$ cat config.mk
export PLATFORM = sky130hd
export DESIGN_NAME = burst_read_freezer
export DESIGN_NICKNAME = d
export VERILOG_FILES = /design/src/rtl/burst_read_freezer.sv
export SDC_FILE = /design/constraint.sdc
export NUM_CORES = 1
export LEC_CHECK = 0
export ABC_AREA = 0
export BUFFER_PORTS_ARGS = -buffer_cell sky130_fd_sc_hd__buf_2
export CAP_MARGIN = 20
export CORE_MARGIN = 2
export CORE_UTILIZATION = 44
export CTS_CLUSTER_DIAMETER = 30
export DETAILED_ROUTE_END_ITERATION = 8
export PLACE_DENSITY = 0.82
export SYNTH_ARGS = -nofsm -noshare
export SYNTH_HDL_FRONTEND = slang
export SYNTH_SLANG_ARGS = --single-unit
$ cat constraint.sdc
create_clock -name clock -period 1.7 [get_ports clock]
set_input_delay 0.255 -clock clock [delete_from_list [all_inputs] [get_ports clock]]
set_output_delay 0.255 -clock clock [all_outputs]
set_load 0.05 [all_outputs]
$ cat src/rtl/burst_read_freezer.sv
// burst_read_freezer
//
// Bridges a fast memory read port to a slow consumer that only advances on
// io_tick. One memory request is issued per burst and duplicates are held
// off while that burst is outstanding. Returned words are queued in a small
// FIFO and handed to the consumer one per tick period. Each word is held
// stable until the next tick.
//
// Ports
//   clock, reset      clock and asynchronous active-low reset
//   io_tick           one-cycle pulse at each consumer period boundary
//   io_in_rd/addr     consumer read request and address
//   io_in_dout/valid  presented word, registered, held for a whole period
//   io_in_wait_n      consumer-side acceptance, frozen until the next tick
//   io_out_rd/addr    memory read request and address
//   io_out_dout/valid memory return data
//   io_out_wait_n     memory accepts the request
//   io_pending        a burst is outstanding
//   io_level          FIFO occupancy
//
// state   | meaning
// --------+--------------------------------------------------------------
// S_IDLE  | no burst outstanding; io_in_rd is forwarded to memory
// S_BUSY  | burst accepted; requests suppressed until its last word pops
module burst_read_freezer #(
   parameter int ADDR_WIDTH   = 25,
   parameter int DATA_WIDTH   = 8,
   parameter int BURST_LENGTH = 1,
   parameter int DEPTH        = 4
) (
   input  logic                         clock,
   input  logic                         reset,
   input  logic                         io_tick,
   input  logic                         io_in_rd,
   input  logic [ADDR_WIDTH-1:0]        io_in_addr,
   output logic [DATA_WIDTH-1:0]        io_in_dout,
   output logic                         io_in_wait_n,
   output logic                         io_in_valid,
   output logic                         io_out_rd,
   output logic [ADDR_WIDTH-1:0]        io_out_addr,
   input  logic [DATA_WIDTH-1:0]        io_out_dout,
   input  logic                         io_out_wait_n,
   input  logic                         io_out_valid,
   output logic                         io_pending,
   output logic [$clog2(DEPTH+1)-1:0]   io_level
);

   localparam int PTR_W = (DEPTH > 1) ? $clog2(DEPTH) : 1;
   localparam int LVL_W = $clog2(DEPTH + 1);
   localparam int CNT_W = $clog2(BURST_LENGTH + 1);

   typedef enum logic {S_IDLE, S_BUSY} state_t;

   state_t                 state_q, state_d;
   logic [CNT_W-1:0]       rx_count, tx_count;
   logic [PTR_W-1:0]       wr_ptr, rd_ptr;
   logic [LVL_W-1:0]       level;
   logic [DATA_WIDTH-1:0]  mem [DEPTH];
   logic [DATA_WIDTH-1:0]  pres_reg;
   logic                   pres_valid;
   logic                   wait_hold;

   logic pending, accept, push, pop, last_pop;

   function automatic logic [PTR_W-1:0] ptr_inc(input logic [PTR_W-1:0] p);
      return (p == PTR_W'(DEPTH - 1)) ? '0 : p + PTR_W'(1);
   endfunction

   assign pending  = (state_q == S_BUSY);
   assign accept   = io_out_rd & io_out_wait_n;
   // Data arriving with no burst words left to receive is stale and dropped.
   assign push     = io_out_valid & (rx_count != '0);
   // The pop looks at the registered level only, so a word pushed this cycle
   // is never presented by a coincident tick.
   assign pop      = io_tick & (level != '0);
   assign last_pop = pop & (tx_count == CNT_W'(1));

   always_ff @(posedge clock or negedge reset) begin
      if (!reset) state_q <= S_IDLE;
      else        state_q <= state_d;
   end

   always_comb begin
      state_d   = state_q;
      io_out_rd = 1'b0;
      case (state_q)
         S_IDLE: begin
            io_out_rd = io_in_rd;
            if (io_in_rd && io_out_wait_n) state_d = S_BUSY;
         end
         S_BUSY: begin
            if (last_pop) state_d = S_IDLE;
         end
         default: state_d = S_IDLE;
      endcase
   end

   // tx_count is also loaded on accept so the first burst after reset
   // counts correctly even though reset clears it.
   always_ff @(posedge clock or negedge reset) begin
      if (!reset) begin
         rx_count <= '0;
         tx_count <= '0;
      end else begin
         if (accept)    rx_count <= CNT_W'(BURST_LENGTH);
         else if (push) rx_count <= rx_count - CNT_W'(1);

         if (accept || last_pop) tx_count <= CNT_W'(BURST_LENGTH);
         else if (pop)           tx_count <= tx_count - CNT_W'(1);
      end
   end

   always_ff @(posedge clock or negedge reset) begin
      if (!reset) begin
         wr_ptr <= '0;
         rd_ptr <= '0;
         level  <= '0;
      end else begin
         if (push) wr_ptr <= ptr_inc(wr_ptr);
         if (pop)  rd_ptr <= ptr_inc(rd_ptr);
         case ({push, pop})
            2'b10:   level <= level + LVL_W'(1);
            2'b01:   level <= level - LVL_W'(1);
            default: level <= level;
         endcase
      end
   end

   always_ff @(posedge clock) begin
      if (push) mem[wr_ptr] <= io_out_dout;
   end

   always_ff @(posedge clock or negedge reset) begin
      if (!reset) begin
         pres_reg   <= '0;
         pres_valid <= 1'b0;
      end else if (pop) begin
         pres_reg   <= mem[rd_ptr];
         pres_valid <= 1'b1;
      end else if (io_tick) begin
         pres_valid <= 1'b0;
      end
   end

   // Accept wins over a coincident tick so the consumer sees the acceptance
   // for the whole following period.
   always_ff @(posedge clock or negedge reset) begin
      if (!reset)       wait_hold <= 1'b0;
      else if (accept)  wait_hold <= 1'b1;
      else if (io_tick) wait_hold <= 1'b0;
   end

   assign io_in_wait_n = wait_hold | (io_out_wait_n & ~pending);
   assign io_out_addr  = io_in_addr;
   assign io_in_dout   = pres_reg;
   assign io_in_valid  = pres_valid;
   assign io_pending   = pending;
   assign io_level     = level;

endmodule

==> Yosys cells after proc, flatten, opt, wreduce, memory -nomap -nowiden <==
Memories as Yosys holds them, arrays and structs flattened. A register that Yosys moved wholly into a read port is not among the register bits.
Index checks and enable logic that the tools add are counted.
{ "op_classes": {"addsub": 6, "n_eq_ne": 4, "n_mux": 16, "bitwise_logic": 7, "n_reduce_logical": 9} }
{ "ops": {"columns": ["op", "n"], "rows": [
  ["$mux W1", 12],
  ["$reduce_bool A2 Y1", 5],
  ["$eq A2 B2 Y1 const B", 3],
  ["$pmux W3 S2", 1],
  ["$and A1 B1 Y1", 5],
  ["$add A2 B1 Y2 const B", 2],
  ["$mux W2", 2],
  ["$add A3 B1 Y3 const B", 1],
  ["$reduce_bool A3 Y1", 1],
  ["$sub A3 B1 Y3 const B", 1],
  ["$eq A2 B1 Y1 const B", 1],
  ["$pmux W1 S2", 1],
  ["$sub A1 B1 Y1 const B", 2],
  ["$logic_and A1 B1 Y1", 1],
  ["$logic_not A1 Y1", 1],
  ["$logic_or A1 B1 Y1", 1],
  ["$not A1 Y1", 1],
  ["$or A1 B1 Y1", 1]
]} }
{ "word_totals": {"regBits": 12, "ram_bits": 32, "memories": 1} }
{ "memory_table": {"columns": ["name", "depth", "width", "read_ports", "rd_ports_with_merged_regs", "wr", "line", "text"], "rows": [
  ["mem", 4, 8, 1, 1, 1, "58", "logic [DATA_WIDTH-1:0] mem [DEPTH];"]
]} }

==> Longest topological paths before layout <==
Gate-level depths: netlist (run 1).
{ "logic_depth": {"ltp_word": 5, "mapped_depth": 9} }

==> Worst setup path after synthesis (run 1) <==
Ideal clock, no wire load.
{ "synth_path": {"path_type": "flip-flop to flip-flop", "startpoint": "register level[0], in the netlist io_level[0]", "endpoint": "register level[2], in the netlist io_level[2]", "setup_ps": 82, "arrival_ps": 2059, "path_slack_ps": -442, "path_stages_with_launch": 10, "n_path_buf": 1, "synth_period_minus_slack_ps": 2142, "cell_sequence": "dfrtp_1 o31ai_4 inv_1 buf_2 ha_1 inv_1 fa_1 xor2_1 nor2_1 xor2_1"} }
{ "synth_via": {"elab_chain_cells": 4, "word_cells_on_any_way": 8, "classes_between": "add/sub (2); eq/ne (2); mux (1); bitwise (1); reduce/logical (2)"} }
{ "synth_lines": {"columns": ["element", "line", "text"], "rows": [
  ["start: declaration", "57", "logic [LVL_W-1:0] level;"],
  ["start signal: assignment", "122", "2'b10: level <= level + LVL_W'(1);"],
  ["start signal: assignment", "123", "2'b01: level <= level - LVL_W'(1);"],
  ["start signal: assignment", "124", "default: level <= level;"],
  ["$reduce_bool A3 Y1 *", "75", "assign pop = io_tick & (level != '0);"],
  ["$and A1 B1 Y1 *", "75", null],
  ["named net pop", "63", "logic pending, accept, push, pop, last_pop;"],
  ["$eq A2 B1 Y1 or $eq A2 B2 Y1 (tied branches)", "121", "case ({push, pop})"],
  ["$pmux W3 S2 or $reduce_bool A2 Y1 (tied branches)", null, null]
]} }
Mark *: on every way through the listed nets, which the timed path passes. The rest lies on a longest branch.
A chain may end at the register's enable or synchronous reset.

==> Final worst setup path (run 1) <==
{ "layout_path": {"startpoint": "register level[1], in the netlist io_level[1]", "endpoint": "register level[1], in the netlist io_level[1]"} }
{ "layout_via": {"elab_chain_cells": 4, "word_cells_on_any_way": 8, "classes_between": "add/sub (2); eq/ne (2); mux (1); bitwise (1); reduce/logical (2)"} }
{ "layout_lines": {"columns": ["element", "line"], "rows": [
  ["$reduce_bool A3 Y1", "75"],
  ["$and A1 B1 Y1", "75"],
  ["$eq A2 B1 Y1 or $eq A2 B2 Y1 (tied branches)", "121"],
  ["$pmux W3 S2 or $reduce_bool A2 Y1 (tied branches)", null]
]} }
Parallel ways exist; a longest one is shown, timed or not.

==> metrics.json, run 1 <==
{
  "areaGrowthSynthToFinish": {"value": 7.79, "unit": "%"},
  "final-max-slew-violation-count": {"value": 0},
  "clock.fmax": {"value": 0.618, "unit": "GHz"},
  "maxCapViolations": {"value": 0},
  "path_cells": {"value": "o31ai_4, inv_2, ha_4, inv_2, fa_2, mux2i_1"},
  "setup_slack": {"value": 0.0819, "unit": "ns"},
  "numPortBuffers": {"value": 28},
  "wire_length_of_the_first_global_routing_pass": {"value": 5.80, "unit": "mm"},
  "cts_tree": {"value": "yes"},
  "yosys_warnings": {"value": 0},
  "antenna-diode-count": {"value": 0},
  "leakagePower": {"value": 1.02, "unit": "nW"},
  "type_of_the_worst_setup_path": {"value": "reg -> reg"},
  "placeableCoreArea": {"value": 5040, "unit": "µm²"},
  "nets": {"value": 217},
  "grt_remaining_overflow": {"value": 0},
  "critical_path.top_delay_family": {"value": "adder cells"},
  "wl_per_cell": {"value": 15.0, "unit": "µm"},
  "reg2reg_setup_slack": {"value": 0.08, "unit": "ns"},
  "cts_buffers": {"value": 5},
  "finalCriticalPeriod": {"value": 1.62, "unit": "ns"},
  "largest_incremental_delay_on_the_critical_path": {"value": 0.44, "unit": "ns"},
  "setup.worst_path.end_class": {"value": "flip-flop"},
  "hold_path_end": {"value": "mem[0][4]"},
  "ys_top_cells_by_area": {"value": "edfxtp_1 (42%), dfrtp_1 (22%), buf_4 (8.3%)"},
  "cp.arrival": {"value": 1.84, "unit": "ns"},
  "hold_violations": {"value": 0},
  "critPathRequiredTime": {"value": 1.92, "unit": "ns"},
  "die_height": {"value": 75.8, "unit": "µm"},
  "number_of_ports_placed_on_the_die_boundary": {"value": 79},
  "synth_most_common_cell": {"value": "edfxtp_1"},
  "worst_reg2reg_path_depth": {"value": 6},
  "post-route-drc-count": {"value": 0},
  "gp_congestion": {"value": 0.737},
  "clock_tree.buffer_depth": {"value": 2},
  "startpoint_type": {"value": "flip-flop"},
  "detailed_place.area": {"value": 2330, "unit": "µm²"},
  "cts.sink_count": {"value": 52},
  "aggregate_routed_wire_length": {"value": 3.62, "unit": "mm"},
  "antenna_violating_nets_post_route": {"value": 0},
  "critical_path_depth": {"value": 6},
  "first_iter_violations": {"value": 32},
  "num_vias": {"value": 1135},
  "dieArea": {"value": 5740, "unit": "µm²"},
  "holdCritStartpoint": {"value": "io_out_dout[4]"},
  "synth_edf_count": {"value": 32},
  "min_path_type": {"value": "in -> reg"},
  "worst-path-max-fanout": {"value": 3},
  "synth_top_cell_area_share": {"value": 0.424},
  "fillerInstances": {"value": 443},
  "clkTransAtPathRegs": {"value": 0.09, "unit": "ns"},
  "layout.area.seq": {"value": 1470, "unit": "µm²"},
  "syn_area": {"value": 2270, "unit": "µm²"},
  "multi_input_combinational_cell_area": {"value": 573, "unit": "µm²"},
  "via_count_of_the_first_global_routing_pass": {"value": 1167},
  "max_slew.worst_pin.slew": {"value": 0.479, "unit": "ns"},
  "clock-root-buffer": {"value": "clkbuf_8"},
  "placement_rows": {"value": 26},
  "postSynth.topFlopCell": {"value": "edfxtp_1"},
  "grt_antenna_before_repair": {"value": 0},
  "place_ws": {"value": 0.0494, "unit": "ns"},
  "grt_util_all_layers": {"value": 0.142},
  "clk_latency": {"value": 0.30, "unit": "ns"},
  "layout_worst_path_cycle_share": {"value": 0.952},
  "initial_core_util": {"value": 0.449},
  "final-setup-viol-count": {"value": 0},
  "drive_gt1_frac": {"value": 0.349},
  "finalClockSkew": {"value": 0.00649, "unit": "ns"},
  "yosysTopAreaCell": {"value": "edfxtp_1"},
  "drt-pass1-iter-count": {"value": 4},
  "syn_area_per_cell": {"value": 14.3, "unit": "µm²"},
  "irDropWorstVdd": {"value": 0.845, "unit": "mV"},
  "synth_cell_types": {"value": 25},
  "p_per_area": {"value": 1710, "unit": "nW/µm²"},
  "grt_max_degree": {"value": 21},
  "flops_latches_synth": {"value": 52},
  "post-dp-hpwl": {"value": 2.51, "unit": "mm"},
  "vias_per_cell": {"value": 4.69},
  "synth_seq_area_share": {"value": 0.645},
  "dieWidth": {"value": 75.8, "unit": "µm"},
  "postSynthCellCount": {"value": 158},
  "critical-path-top-cell-by-count": {"value": "inv_2"},
  "synthesis.nets": {"value": 204},
  "worst_r2r_endpoint": {"value": "io_level[1]"},
  "timing.hold.worst_path_depth": {"value": 1},
  "buffering_stage_count_on_the_worst_path_with_inverters_included": {"value": 2},
  "grt_setup_unrepaired": {"value": "yes"},
  "cts_max_level": {"value": 2},
  "synth_top_cells_by_count": {"value": "edfxtp_1 (32), nand2_1 (29), buf_4 (25)"},
  "critPathSlowestCell": {"value": "dfrtp_2"},
  "async_flop_share": {"value": 0.385},
  "slew_headroom": {"value": 0.681},
  "crit_reg_reg_startpoint": {"value": "io_level[1]"},
  "status": {"value": "finished clean"},
  "finalInstanceArea": {"value": 2440, "unit": "µm²"}
}
[cell usage in the layout, fill, tap and decap left out, types with 2 or more instances in the layout]
cell	n
and3_1	4
buf_2	28
buf_4	6
clkbuf_8	5
dfrtp_1	17
dfrtp_2	3
edfxtp_1	32
ha_1	5
inv_1	8
inv_2	2
mux4_2	8
nand2_1	28
nor3_1	2
o21ai_0	3
xor2_1	2
[final cells by class]
type | count | area share
flip-flops and latches | 52 | 0.600
inverters | 10 | 0.0154
clock inverters | 2 | 0.00461
clock buffers | 6 | 0.0297
repair buffers | 35 | 0.0799
multi-input cells | 67 | 0.235
well taps | 70 | 0.0359
[how the worst max path moves through the flow]
| stage | start | endpoint | slack, ns |
|---|---|---|---|
| after floorplan | io_level[2] | io_level[2] | -0.19 |
| after global placement | io_level[2] | io_level[2] | 0.09 |
| after detailed placement | io_level[0] | io_level[2] | 0.05 |
| after CTS | io_level[0] | io_level[2] | 0.03 |
| after global routing | io_level[1] | io_level[1] | -0.03 |
| final | io_level[1] | io_level[1] | 0.08 |
[flip-flops by register name, summed over array words and instances (netlist names)]
name         flops
tx_count         1
io_pending       1
io_in_dout       8
io_in_valid      1
io_level         3
wr_ptr           2
rx_count         1
mem             32
wait_hold        1
rd_ptr           2
[per-stage QoR]
step | setup TNS [ns] | cells | power, mW | utilization | hold slack (ns)
2_1_floorplan | -0.341 | 158 | 3.29 | - | -0.0406
3_3_place_gp | 0 | 231 | 3.46 | 0.462 | 0.234
3_5_place_dp | 0 | 231 | 3.52 | 0.462 | 0.243
4_1_cts | 0 | 240 | 4.19 | 0.480 | 0.158
5_1_grt | -0.0478 | 242 | 4.43 | 0.484 | 0.161
6_report | 0 | 242 | 4.18 | 0.484 | 0.167
[worst reg2reg max path, cell delays in order (launching register included)]
cell and delay (ns):
dfrtp_2 0.44, o31ai_4 0.26, inv_2 0.08, ha_4 0.17, inv_2 0.05, fa_2 0.41, mux2i_1 0.13
[report_power, final]
group          switching, mW  total [mW]  internal (mW)
clock network          0.383       0.670          0.286
registers              0.216        1.83           1.62
logic                   1.09        1.68          0.581
total                   1.69        4.18           2.48
[timing repair]
item	CTS	global route
hold endpoints to repair	20	0
gates resized for setup	0	3
setup buffers	0	2
hold buffers	1	0
endpoints found under the setup margin	0	2
[kinds of logic (layout without fill, tap and decap cells)]
kind of cell / Yosys count / after routing / synth area share
adders and majority gates: 7 / 7 / 0.0420
DFF: 52 / 52 / 0.645
buffers and inverters: 39 / 53 / 0.111
AOI/OAI and AO/OA: 9 / 9 / 0.0304
and+or+nand+nor: 38 / 38 / 0.0712
xor gates and xnor gates: 3 / 3 / 0.0116
muxes: 10 / 10 / 0.0889
[metal layers]
layer / global-route usage / up-vias / part of all wire
li1: - / 544 / -
met1: 0.176 / 537 / 0.43
met2: 0.238 / 44 / 0.50
met3: 0.0344 / 10 / 0.063
met4: 0.0624 / 0 / 0.013
met5: 0 / - / 0
No activity file was read; power rests on OpenSTA's default activity.
==> run 2, diff against run 1 <==
--- a/config.mk
+++ b/config.mk
@@ -13,6 +13,7 @@
 export CTS_CLUSTER_DIAMETER = 30
 export DETAILED_ROUTE_END_ITERATION = 8
 export PLACE_DENSITY = 0.82
+export SETUP_SLACK_MARGIN = 0.05
 export SYNTH_ARGS = -nofsm -noshare
 export SYNTH_HDL_FRONTEND = slang
 export SYNTH_SLANG_ARGS = --single-unit
==> constraint.sdc (replaced) <==
create_clock -name clock -period 1.32 [get_ports clock]
set_input_delay 0.198 -clock clock [delete_from_list [all_inputs] [get_ports clock]]
set_output_delay 0.198 -clock clock [all_outputs]
set_load 0.05 [all_outputs]
==> metrics.json, run 2 (same netlist as run 1, synthesis figures left out) <==
{
  "cp.arrival": {"value": 1.82, "unit": "ns"},
  "detailed_place.area": {"value": 2500, "unit": "µm²"},
  "largest_register_ff_count": {"value": 32},
  "finalCriticalPeriod": {"value": 1.62, "unit": "ns"},
  "placement_rows": {"value": 26},
  "largest_register": {"value": "mem"},
  "vias_per_cell": {"value": 4.77},
  "fillerInstances": {"value": 404},
  "drive_gt1_frac": {"value": 0.452},
  "numPortBuffers": {"value": 28},
  "swShare": {"value": 0.378},
  "pwr-share-comb": {"value": 0.447},
  "setup.worst_path.end_class": {"value": "flip-flop"},
  "maxCapViolations": {"value": 0},
  "cts_buffers": {"value": 5},
  "place_ws": {"value": -0.322, "unit": "ns"},
  "wire_length_of_the_first_global_routing_pass": {"value": 6.00, "unit": "mm"},
  "multi_input_combinational_cell_area": {"value": 624, "unit": "µm²"},
  "nets": {"value": 231},
  "final-setup-viol-count": {"value": 3},
  "cts_max_level": {"value": 2},
  "initial_core_util": {"value": 0.449},
  "number_of_ports_placed_on_the_die_boundary": {"value": 79},
  "min_path_type": {"value": "in -> reg"},
  "finalClockSkew": {"value": 0.00476, "unit": "ns"},
  "clkTransAtPathRegs": {"value": 0.09, "unit": "ns"},
  "die_height": {"value": 75.8, "unit": "µm"},
  "grt_setup_unrepaired": {"value": "yes"},
  "layout_worst_path_cycle_share": {"value": 1.23},
  "max_slew.worst_pin.slew": {"value": 0.445, "unit": "ns"},
  "type_of_the_worst_setup_path": {"value": "reg -> reg"},
  "finalInstanceArea": {"value": 2720, "unit": "µm²"},
  "hold_violations": {"value": 0},
  "failed_checks": {"value": "negative setup slack"},
  "drt-pass1-iter-count": {"value": 4},
  "worst_r2r_endpoint": {"value": "io_level[2]"},
  "timing.hold.worst_path_depth": {"value": 1},
  "num_vias": {"value": 1220},
  "areaGrowthSynthToFinish": {"value": 20.2, "unit": "%"},
  "layout.core_utilization": {"value": 0.540},
  "clock.fmax": {"value": 0.615, "unit": "GHz"},
  "worst-path-max-fanout": {"value": 2},
  "irDropWorstVdd": {"value": 0.945, "unit": "mV"},
  "p_switching": {"value": 2.32, "unit": "mW"},
  "status": {"value": "finished, violations left"},
  "whs": {"value": 0.113, "unit": "ns"},
  "cellInternalPower": {"value": 3.81, "unit": "mW"},
  "clk_latency": {"value": 0.30, "unit": "ns"},
  "wl_per_cell": {"value": 14.9, "unit": "µm"},
  "holdCritStartpoint": {"value": "io_out_dout[7]"},
  "worst_reg2reg_path_depth": {"value": 8},
  "total_power": {"value": 6.13, "unit": "mW"},
  "grt_util_all_layers": {"value": 0.148},
  "hold_path_end": {"value": "mem[3][7]"},
  "layout_commonest_cell": {"value": "edfxtp_1"},
  "antenna_violating_nets_post_route": {"value": 0},
  "cts_tree": {"value": "yes"},
  "cell_count_post_placement": {"value": 244},
  "grt_antenna_before_repair": {"value": 0},
  "setup_slack": {"value": -0.305, "unit": "ns"},
  "finalSetupTns": {"value": -0.595, "unit": "ns"},
  "layoutNonFillerInstCount": {"value": 256},
  "dieWidth": {"value": 75.8, "unit": "µm"},
  "final-max-slew-violation-count": {"value": 0},
  "placeableCoreArea": {"value": 5040, "unit": "µm²"},
  "slew_headroom": {"value": 0.703},
  "post-route-drc-count": {"value": 0},
  "grt_max_degree": {"value": 21},
  "post-dp-hpwl": {"value": 2.71, "unit": "mm"},
  "clock-root-buffer": {"value": "clkbuf_8"},
  "crit_reg_reg_startpoint": {"value": "io_level[1]"},
  "dieArea": {"value": 5740, "unit": "µm²"},
  "layout.area.seq": {"value": 1470, "unit": "µm²"},
  "first_iter_violations": {"value": 46},
  "mostFrequentLayoutCells": {"value": "edfxtp_1 (32), nand2_1 (28), buf_2 (22)"},
  "p_per_area": {"value": 2250, "unit": "nW/µm²"},
  "grt_remaining_overflow": {"value": 0},
  "clock_tree.buffer_depth": {"value": 2},
  "via_count_of_the_first_global_routing_pass": {"value": 1277},
  "antenna-diode-count": {"value": 0},
  "critPathRequiredTime": {"value": 1.51, "unit": "ns"},
  "cts.sink_count": {"value": 52},
  "gp_congestion": {"value": 0.764},
  "power_frac_clock": {"value": 0.175},
  "startpoint_type": {"value": "flip-flop"},
  "leakagePower": {"value": 1.14, "unit": "nW"},
  "seq_power_share": {"value": 0.378},
  "aggregate_routed_wire_length": {"value": 3.82, "unit": "mm"},
  "reg2reg_setup_slack": {"value": -0.30, "unit": "ns"}
}
-- run 2: cell types whose count changed in the layout (fill, tap and decap cells not counted), sizes merged --
cell,previous run,this run
bufinv,0,1
clkinv,1,0
clkbuf,6,7
clkinvlp,1,0
inv,10,11
buf,34,47
-- run 2: worst max-delay path: stages (launching register included) --
cell and delay (ns):
dfrtp_2 0.43, o31ai_4 0.26, inv_2 0.08, ha_4 0.16
inv_2 0.06, fa_2 0.20, xor2_1 0.13, nor2_1 0.06
xor2_1 0.13
-- run 2: how the worst max path moves through the flow --
stage                      from          end  slack, ns  cells after the start
floorplan           io_level[2]  io_level[2]      -0.59                      9
CTS                 io_level[2]  io_level[1]      -0.31                      6
finish              io_level[1]  io_level[2]      -0.30                      8
global placement    io_level[2]  io_level[2]      -0.29                      8
global route        io_level[1]  io_level[2]      -0.40                      8
detailed placement  io_level[2]  io_level[2]      -0.32                      8
-- run 2: power groups by stage --
stage                     clock, mW  sequential, mW  combinational, mW
after global routing           1.17            2.37               2.96
after global placement            0            2.33               2.40
final                          1.07            2.32               2.74
after CTS                      1.10            2.31               2.63
after floorplan                   0            3.01               1.26
after detailed placement          0            2.35               2.47
-- run 2: area by class of cell --
type / instances / area share
timing repair buffer: 49 / 0.145
sequential: 52 / 0.539
clock buffer: 6 / 0.0267
inverter: 10 / 0.0138
clock inverter: 2 / 0.0142
tap: 70 / 0.0322
multi-input combinational: 67 / 0.229
-- run 2: what timing repair did --
item	in CTS	in global routing
setup endpoints to repair	29	49
endpoints found under the hold margin	20	0
pin swaps	0	2
gates resized for setup	13	11
hold buffers	1	0
buffers inserted	3	1
gates cloned	0	0
-- run 2: layer usage --
metal / up-vias / track usage / part of all wire
met5: - / 0 / 0
met4: 0 / 0.0877 / 0.034
met3: 20 / 0.0489 / 0.059
met2: 33 / 0.239 / 0.50
met1: 594 / 0.173 / 0.41
li1: 573 / - / -
==> run 3, diff against run 2 <==
--- a/config.mk
+++ b/config.mk
@@ -9,11 +9,12 @@
 export BUFFER_PORTS_ARGS = -buffer_cell sky130_fd_sc_hd__buf_2
 export CAP_MARGIN = 20
 export CORE_MARGIN = 2
-export CORE_UTILIZATION = 44
+export CORE_UTILIZATION = 46
+export CTS_BUF_LIST = sky130_fd_sc_hd__clkbuf_8
 export CTS_CLUSTER_DIAMETER = 30
 export DETAILED_ROUTE_END_ITERATION = 8
-export PLACE_DENSITY = 0.82
-export SETUP_SLACK_MARGIN = 0.05
+export PLACE_DENSITY = 0.84
+export SETUP_SLACK_MARGIN = 0.02
 export SYNTH_ARGS = -nofsm -noshare
 export SYNTH_HDL_FRONTEND = slang
 export SYNTH_SLANG_ARGS = --single-unit
==> metrics.json, run 3 (same netlist as run 1, synthesis figures left out) <==
{
  "slew_headroom": {"value": 0.688},
  "largest_register_ff_count": {"value": 32},
  "p_per_area": {"value": 2170, "unit": "nW/µm²"},
  "cts_tree": {"value": "yes"},
  "setup.worst_path.end_class": {"value": "flip-flop"},
  "placement_rows": {"value": 25},
  "min_path_type": {"value": "in -> reg"},
  "worst_reg2reg_path_depth": {"value": 6},
  "clkTransAtPathRegs": {"value": 0.08, "unit": "ns"},
  "reg2reg_setup_slack": {"value": -0.34, "unit": "ns"},
  "aggregate_routed_wire_length": {"value": 3.63, "unit": "mm"},
  "type_of_the_worst_setup_path": {"value": "reg -> reg"},
  "post-route-drc-count": {"value": 0},
  "hold_violations": {"value": 0},
  "finalSetupTns": {"value": -0.667, "unit": "ns"},
  "largest_incremental_delay_on_the_critical_path": {"value": 0.43, "unit": "ns"},
  "post-dp-hpwl": {"value": 2.66, "unit": "mm"},
  "numPortBuffers": {"value": 28},
  "final-max-slew-violation-count": {"value": 0},
  "setup_slack": {"value": -0.340, "unit": "ns"},
  "grt_antenna_before_repair": {"value": 0},
  "crit_reg_reg_startpoint": {"value": "io_level[2]"},
  "cts.sink_count": {"value": 52},
  "maxCapViolations": {"value": 0},
  "grt_util_all_layers": {"value": 0.147},
  "final-setup-viol-count": {"value": 2},
  "drive_gt1_frac": {"value": 0.447},
  "irDropWorstVdd": {"value": 0.859, "unit": "mV"},
  "dieArea": {"value": 5500, "unit": "µm²"},
  "leakagePower": {"value": 1.13, "unit": "nW"},
  "grt_max_degree": {"value": 21},
  "clk_latency": {"value": 0.30, "unit": "ns"},
  "initial_core_util": {"value": 0.480},
  "nets": {"value": 233},
  "worst-path-max-fanout": {"value": 2},
  "mostFrequentLayoutCells": {"value": "edfxtp_1 (32), nand2_1 (29), buf_2 (23)"},
  "die_height": {"value": 74.2, "unit": "µm"},
  "finalCriticalPeriod": {"value": 1.66, "unit": "ns"},
  "worst_r2r_endpoint": {"value": "io_level[1]"},
  "critical-path-top-cell-by-count": {"value": "inv_2"},
  "finalClockSkew": {"value": 0.00616, "unit": "ns"},
  "largest_register": {"value": "mem"},
  "max_slew.worst_pin.slew": {"value": 0.468, "unit": "ns"},
  "clock_tree.buffer_depth": {"value": 2},
  "grt_remaining_overflow": {"value": 0},
  "vias_per_cell": {"value": 4.75},
  "critPathSlowestCell": {"value": "dfrtp_2"},
  "hold_path_end": {"value": "mem[1][0]"},
  "num_vias": {"value": 1211},
  "wire_length_of_the_first_global_routing_pass": {"value": 5.61, "unit": "mm"},
  "first_iter_violations": {"value": 40},
  "antenna-diode-count": {"value": 0},
  "placeableCoreArea": {"value": 4720, "unit": "µm²"},
  "status": {"value": "finished, violations left"},
  "clock-root-buffer": {"value": "clkbuf_8"},
  "clock.fmax": {"value": 0.602, "unit": "GHz"},
  "holdCritStartpoint": {"value": "io_out_dout[0]"},
  "critPathRequiredTime": {"value": 1.54, "unit": "ns"},
  "grt_setup_unrepaired": {"value": "yes"},
  "place_ws": {"value": -0.355, "unit": "ns"},
  "antenna_violating_nets_post_route": {"value": 0},
  "cts_max_level": {"value": 2},
  "failed_checks": {"value": "negative setup slack"},
  "cp.arrival": {"value": 1.88, "unit": "ns"},
  "drt-pass1-iter-count": {"value": 4},
  "layout_commonest_cell": {"value": "edfxtp_1"},
  "startpoint_type": {"value": "flip-flop"},
  "path_cells": {"value": "o31ai_4, inv_2, ha_4, inv_2, fa_2, mux2i_1"},
  "cts_buffers": {"value": 5},
  "areaGrowthSynthToFinish": {"value": 17.2, "unit": "%"},
  "layout_worst_path_cycle_share": {"value": 1.26},
  "dieWidth": {"value": 74.2, "unit": "µm"},
  "timing.hold.worst_path_depth": {"value": 1},
  "number_of_ports_placed_on_the_die_boundary": {"value": 79},
  "gp_congestion": {"value": 0.722},
  "via_count_of_the_first_global_routing_pass": {"value": 1193},
  "total_power": {"value": 5.76, "unit": "mW"},
  "wl_per_cell": {"value": 14.2, "unit": "µm"}
}
-- run 3: layer usage --
layer,global-route usage,vias up,share of wire
met1,0.151,582,0.37
met5,0,-,0
met3,0.0610,11,0.056
met2,0.249,45,0.54
met4,0.0909,0,0.028
li1,-,573,-
-- run 3: worst max path at each step --
stage,cells past startpoint,from,end
3_5_place_dp,8,io_level[2],io_level[2]
3_3_place_gp,8,io_level[2],io_level[2]
6_report,6,io_level[2],io_level[1]
4_1_cts,8,io_level[1],io_level[2]
2_1_floorplan,9,io_level[2],io_level[2]
5_1_grt,8,io_level[2],io_level[2]
-- run 3: power breakdown --
group,switching [mW],total (mW),internal [mW]
combinational,1.54,2.62,1.08
clock,0.474,0.831,0.357
sequential,0.225,2.31,2.09
total,2.24,5.76,3.52
-- run 3: stage by stage --
| stage | area [µm²] | instances | util | hold slack (ns) |
|---|---|---|---|---|
| after detailed placement | 2480 | 245 | 0.526 | 0.176 |
| after global routing | 2660 | 255 | 0.562 | 0.0967 |
| final | 2660 | 255 | 0.562 | 0.112 |
| after CTS | 2610 | 254 | 0.552 | 0.0939 |
| after floorplan | 2310 | 158 | - | -0.0976 |
| after global placement | 2480 | 245 | 0.526 | 0.166 |
-- run 3: cell type report --
cell class	instances	area, µm²
clock buffers	5	68.8
clock inverters	3	12.5
fillers	387	2070
inverters	10	37.5
multi-input cells	67	616
flip-flops and latches	52	1470
well taps	67	83.8
repair buffers	51	370
-- run 3: repair_timing --
| action | 4_1_cts | 5_1_grt |
|---|---|---|
| setup endpoints to repair | 20 | 32 |
| resized for setup | 10 | 15 |
| hold endpoints to repair | 20 | 0 |
| hold buffers | 1 | 0 |
| pin swaps | 2 | 10 |
| setup buffers | 0 | 1 |
-- run 3: worst max-delay path: cells and delay by family, from the launching register on --
family | cells | cell delay, ns
AOI/OAI and AO/OA | 1 | 0.29
buffers and inverters | 2 | 0.12
DFF | 1 | 0.43
muxes | 1 | 0.15
adders and majority gates | 2 | 0.58
